**src/rtl/iir_i2s_dac_out.sv**
```systemverilog
// I2S DAC output stage: converts the IIR filter's signed sample to PCM
// (shift/round/saturate) and serializes it MSB-first on both channels.
//
// Ports:
//   clk            system clock, rising edge
//   i_rst          synchronous active-high reset
//   i_valid        filter path enable; low flushes the block
//   lrclk_negedge  strobe: left word start, captures a new sample
//   lrclk_posedge  strobe: right word start, replays the held sample
//   bclk_negedge   strobe: advance one serial bit
//   audio_in       signed IN_W-bit sample from the IIR stage
//   o_dacdat       serial DAC data
//   o_busy         high while a word is being shifted
//   o_clip         one-cycle pulse when a captured sample saturated
//   o_clip_cnt     saturating count of clip events
module iir_i2s_dac_out #(
  parameter int IN_W  = 21,
  parameter int OUT_W = 16,
  parameter int SHIFT = 0,
  parameter int ROUND = 0
) (
  input  logic            clk,
  input  logic            i_rst,
  input  logic            i_valid,
  input  logic            lrclk_negedge,
  input  logic            lrclk_posedge,
  input  logic            bclk_negedge,
  input  logic [IN_W-1:0] audio_in,
  output logic            o_dacdat,
  output logic            o_busy,
  output logic            o_clip,
  output logic [15:0]     o_clip_cnt
);

  localparam int CW = $clog2(OUT_W + 1);

  localparam logic [0:0] S_IDLE  = 1'b0;
  localparam logic [0:0] S_SHIFT = 1'b1;

  localparam int RSH = (SHIFT > 0) ? SHIFT - 1 : 0;
  localparam logic [IN_W:0] RND =
    (ROUND != 0 && SHIFT > 0) ? ((IN_W+1)'(1) << RSH) : '0;

  localparam int SMAX_I = (1 << (OUT_W - 1)) - 1;
  localparam int SMIN_I = -(1 << (OUT_W - 1));
  localparam logic signed [IN_W:0] SMAX = (IN_W+1)'(SMAX_I);
  localparam logic signed [IN_W:0] SMIN = (IN_W+1)'(SMIN_I);

  localparam logic [OUT_W-1:0] PCM_MAX = {1'b0, {(OUT_W-1){1'b1}}};
  localparam logic [OUT_W-1:0] PCM_MIN = {1'b1, {(OUT_W-1){1'b0}}};

  // ---------------- conversion ----------------
  // One extra bit of headroom so the rounding add cannot wrap.
  logic signed [IN_W:0] t_s;
  logic signed [IN_W:0] s_s;
  logic [OUT_W-1:0]     pcm;
  logic                 clip_f;

  always_comb begin
    t_s = $signed({audio_in[IN_W-1], audio_in}) + $signed(RND);
    s_s = t_s >>> SHIFT;
    pcm = s_s[OUT_W-1:0];
    clip_f = 1'b0;
    if (s_s > SMAX) begin
      pcm = PCM_MAX;
      clip_f = 1'b1;
    end else if (s_s < SMIN) begin
      pcm = PCM_MIN;
      clip_f = 1'b1;
    end
  end

  // ---------------- state ----------------
  logic [0:0]       state_q, state_d;
  logic [OUT_W-1:0] hold_q, hold_d;
  logic [OUT_W-1:0] shift_q, shift_d;
  logic [CW-1:0]    cnt_q, cnt_d;
  logic             dat_q, dat_d;
  logic             busy_q, busy_d;
  logic             clip_q, clip_d;
  logic [15:0]      ccnt_q, ccnt_d;

  always_comb begin
    state_d = state_q;
    hold_d  = hold_q;
    shift_d = shift_q;
    cnt_d   = cnt_q;
    dat_d   = dat_q;
    busy_d  = busy_q;
    clip_d  = 1'b0;
    ccnt_d  = ccnt_q;
    if (!i_valid) begin
      state_d = S_IDLE;
      hold_d  = '0;
      shift_d = '0;
      cnt_d   = '0;
      dat_d   = 1'b0;
      busy_d  = 1'b0;
    end else if (lrclk_negedge) begin
      // Left word: capture a fresh sample. The IIR updates on the
      // lrclk rising edge, so audio_in is stable here.
      hold_d  = pcm;
      shift_d = pcm;
      clip_d  = clip_f;
      if (clip_f && ccnt_q != 16'hFFFF)
        ccnt_d = ccnt_q + 16'd1;
      state_d = S_SHIFT;
      cnt_d   = '0;
      busy_d  = 1'b1;
    end else if (lrclk_posedge) begin
      // Right word replays the held sample.
      shift_d = hold_q;
      state_d = S_SHIFT;
      cnt_d   = '0;
      busy_d  = 1'b1;
    end else if (bclk_negedge) begin
      // A bclk strobe coincident with an lrclk strobe never gets here,
      // which gives the I2S one-bit delay before the MSB.
      unique case (state_q)
        S_SHIFT: begin
          dat_d   = shift_q[OUT_W-1];
          shift_d = shift_q << 1;
          cnt_d   = cnt_q + 1'b1;
          if (cnt_q == CW'(OUT_W - 1)) begin
            state_d = S_IDLE;
            busy_d  = 1'b0;
          end
        end
        default: dat_d = 1'b0;
      endcase
    end
  end

  always_ff @(posedge clk) begin
    if (i_rst) begin
      state_q <= S_IDLE;
      hold_q  <= '0;
      shift_q <= '0;
      cnt_q   <= '0;
      dat_q   <= 1'b0;
      busy_q  <= 1'b0;
      clip_q  <= 1'b0;
      ccnt_q  <= '0;
    end else begin
      state_q <= state_d;
      hold_q  <= hold_d;
      shift_q <= shift_d;
      cnt_q   <= cnt_d;
      dat_q   <= dat_d;
      busy_q  <= busy_d;
      clip_q  <= clip_d;
      ccnt_q  <= ccnt_d;
    end
  end

  assign o_dacdat   = dat_q;
  assign o_busy     = busy_q;
  assign o_clip     = clip_q;
  assign o_clip_cnt = ccnt_q;

endmodule

```
**config.mk**
```make
export PLATFORM = sky130hd
export DESIGN_NAME = iir_i2s_dac_out
export DESIGN_NICKNAME = d
export VERILOG_FILES = /design/src/rtl/iir_i2s_dac_out.sv
export SDC_FILE = /design/constraint.sdc
export NUM_CORES = 1
export LEC_CHECK = 0
export BUFFER_PORTS_ARGS = -buffer_cell sky130_fd_sc_hd__buf_2
export CAP_MARGIN = 40
export CORE_AREA = 2 2 77 79
export DETAILED_ROUTE_END_ITERATION = 10
export DIE_AREA = 0 0 79 81
export PLACE_DENSITY_LB_ADDON = 0.15
export RECOVER_POWER = 25
export SYNTH_ARGS = -nofsm -noshare
export SYNTH_HDL_FRONTEND = slang
export SYNTH_SLANG_ARGS = --single-unit
```
**constraint.sdc**
```tcl
create_clock -name clk -period 1.7 [get_ports clk]
set_input_delay 0.085 -clock clk [delete_from_list [all_inputs] [get_ports clk]]
set_output_delay 0.085 -clock clk [all_outputs]
set_load 0.03 [all_outputs]
```
==> flow_metrics.py <==
metrics = {
    "outcome": {
        "outcome": "finished clean",
    },
    "yosys": {
        "synth_edf_count": 0,
        "async_flop_share_pct": 0,
        "synth_cells": 315,
        "yosysUniqueCellTypes": 42,
        "ys_ff_latch": 57,
        "synth_warnings": 0,
        "synth.most_common_cell": "dfxtp_1",
        "yosysTopAreaCellShare_pct": 41.8,
        "synth_area_leaders": "dfxtp_1 42%, a21oi_1 8.6%, o21ai_0 5.7%",
        "yosys-top-cells-count": "57 x dfxtp_1, 47 x a21oi_1, 31 x o21ai_0",
        "yosysSeqAreaShare_pct": 41.8,
        "syn_avg_cell_area_um2": 8.67,
        "synth_fp_nets": 345,
        "synth_top_area_cell": "dfxtp_1",
        "synthFlopType": "dfxtp_1",
        "syn_area_um2": 2730,
    },
    "die": {
        "start_util_pct": 48.1,
        "core_um2": 5680,
        "ios": 46,
        "rows": 28,
        "die_w_um": 79,
        "die_area_um2": 6400,
        "die_h_um": 81,
    },
    "setup_path": {
        "reg2reg_depth": 5,
        "cp-start-kind": "flip-flop",
        "rrSetupSlack_ns": 0.1,
        "crit_fanout": 5,
        "crit_type": "reg -> reg",
        "worstSetupEndpointType": "flip-flop",
        "regToRegStartpoint": "o_clip_cnt[8]",
        "required_ns": 1.90,
        "arrival_ns": 1.80,
        "r2r-end": "o_clip_cnt[15]",
    },
    "timing": {
        "period_share_pct": 94.3,
        "period_needed_ns": 1.60,
        "fin_setup_tns_ns": 0,
        "hold_viol": 0,
        "whs_ns": 0.0817,
        "clock_skew_ns": 0.00574,
        "drv_slew": 0,
        "setup_viol": 0,
        "rsz0062_at_grt": "true",
        "layout_setup_ws_ns": 0.0969,
        "slew_headroom_pct": 68.4,
        "fmax_mhz": 624,
        "worst-slew-pin-transition_ns": 0.474,
    },
    "drt": {
        "route.detailed.drc": 0,
        "drt_pass1_iterations": 4,
        "viasPerCell": 5.50,
        "drt-total-wl_mm": 6.13,
        "wl_per_cell_um": 13.6,
        "dr.first_iter.drc_count": 80,
        "vias": 2485,
        "antenna_left": 0,
    },
    "power_and_ir_drop": {
        "total_power_w": 0.00289,
        "ir_worst_vdd_v": 0.000494,
        "powerDensity_nw_per_um2": 854,
        "leakage_nw": 1.33,
    },
    "placement": {
        "dpl.hpwl_mm": 4.14,
        "place_ws_ns": -0.0514,
        "place_congestion": 0.760,
        "io_buffer_count": 45,
    },
    "finish": {
        "n_antenna_cell": 0,
        "regArea_um2": 1160,
        "fillCellCount": 549,
        "nets": 403,
        "multiInputGateArea_um2": 1520,
        "syn2layout_area_growth_pct": 24.0,
        "drive_gt1_share_pct": 27.3,
    },
    "global_route": {
        "antenna_found_initial": 0,
        "grt_pass1_wl_mm": 10.2,
        "grt_max_degree": 34,
        "overflow": 0,
        "grt_pass1_vias": 2293,
        "grt_usage_pct": 20.0,
    },
    "job": {
        "cap_viol_max_count": 0,
    },
    "clock_tree": {
        "clk_pin_slew_ns": 0.07,
        "cts_tree": "yes",
        "cts_buffers": 9,
        "clock_latency_ns": 0.32,
        "clockBufferDepth": 2,
        "htreeDepth": 3,
        "post_cts_buffers": 0,
        "cts.sinks": 57,
        "root_buffer": "clkbuf_8",
    },
    "hold_path": {
        "hp-class": "in -> reg",
        "min-delay-start": "audio_in[20]",
        "hold_path_end": "hold_q[15]",
        "min_path_cells": 3,
    },
}
cell families (layout without fill, tap and decap cells):
logic type	count (synthesis)	after routing	synth area share, %
AOI/OAI and AO/OA	108	108	22.6
xor gates and xnor gates	3	3	0.963
adders and majority gates	3	3	1.38
buffers and inverters	26	88	4.40
DFF	57	57	41.8
muxes	18	18	7.15
and+or+nand+nor	100	100	21.7
metal layers:
layer  global-route usage, %  wire [µm]
met2                    34.7       3040
met1                    24.5       2800
met3                    3.33        229
met4                    8.79         59
met5                       0          0
cells in the final DEF, fill, tap and decap left out, types with 8 or more instances in the layout:
cell	n
a21oi_1	47
dfxtp_1	47
clkbuf_8	11
nand2b_1	16
nand4_1	8
o21a_1	14
nand2_1	20
mux2i_1	15
nor2_1	11
nand3_1	8
buf_2	41
o21ai_0	31
buf_4	20
sequential cells by signal, indices dropped and copies added (netlist names):
register,cells
shift_q,16
hold_q,16
cnt_q,5
o_dacdat,1
o_busy,1
o_clip,1
state_q,1
o_clip_cnt,16
layout make-up:
cell class | instances | share of cell area (%)
sequential | 57 | 34.4
inverter | 6 | 0.665
clock inverter | 3 | 1.18
tap | 75 | 2.77
timing repair buffer | 67 | 11.6
multi-input combinational | 232 | 44.8
clock buffer | 12 | 4.58
critical path, cell delays in order (launching register included):
cell and delay, ns:
dfxtp_4 0.36, and4_4 0.24, nand4_1 0.19, nor4bb_4 0.41, and4b_1 0.24, nor3_1 0.04
power by group:
| part | switching (W) | internal [W] | total, W |
|---|---|---|---|
| clock | 0.000508 | 0.000744 | 0.00125 |
| sequential | 0.0000174 | 0.00136 | 0.00138 |
| combinational | 0.000152 | 0.000107 | 0.000259 |
| total | 0.000677 | 0.00221 | 0.00289 |
per-stage QoR:
stage,utilization (%),area (µm²),instances
final,59.6,3380,452
after global routing,59.6,3380,452
after CTS,59.2,3360,452
after detailed placement,55.7,3160,437
after global placement,55.6,3160,436
after floorplan,-,2770,315
how the worst max path moves through the flow:
| stage | slack [ns] | startpoint | to | cells past startpoint |
|---|---|---|---|---|
| after detailed placement | -0.05 | audio_in[18] | o_clip_cnt[9] | 7 |
| after global placement | -0.03 | audio_in[18] | o_clip_cnt[13] | 7 |
| final | 0.1 | o_clip_cnt[8] | o_clip_cnt[15] | 5 |
| after CTS | 0.001 | o_clip_cnt[8] | o_clip_cnt[15] | 5 |
| after floorplan | 0.005 | audio_in[18] | o_clip_cnt[12] | 6 |
| after global routing | -0.02 | o_clip_cnt[8] | o_clip_cnt[15] | 5 |
timing repair:
item,4_1_cts,5_1_grt
setup endpoints to repair,0,5
gates resized for setup,0,9
hold buffers,0,0
(Power assumes the default switching activity.)
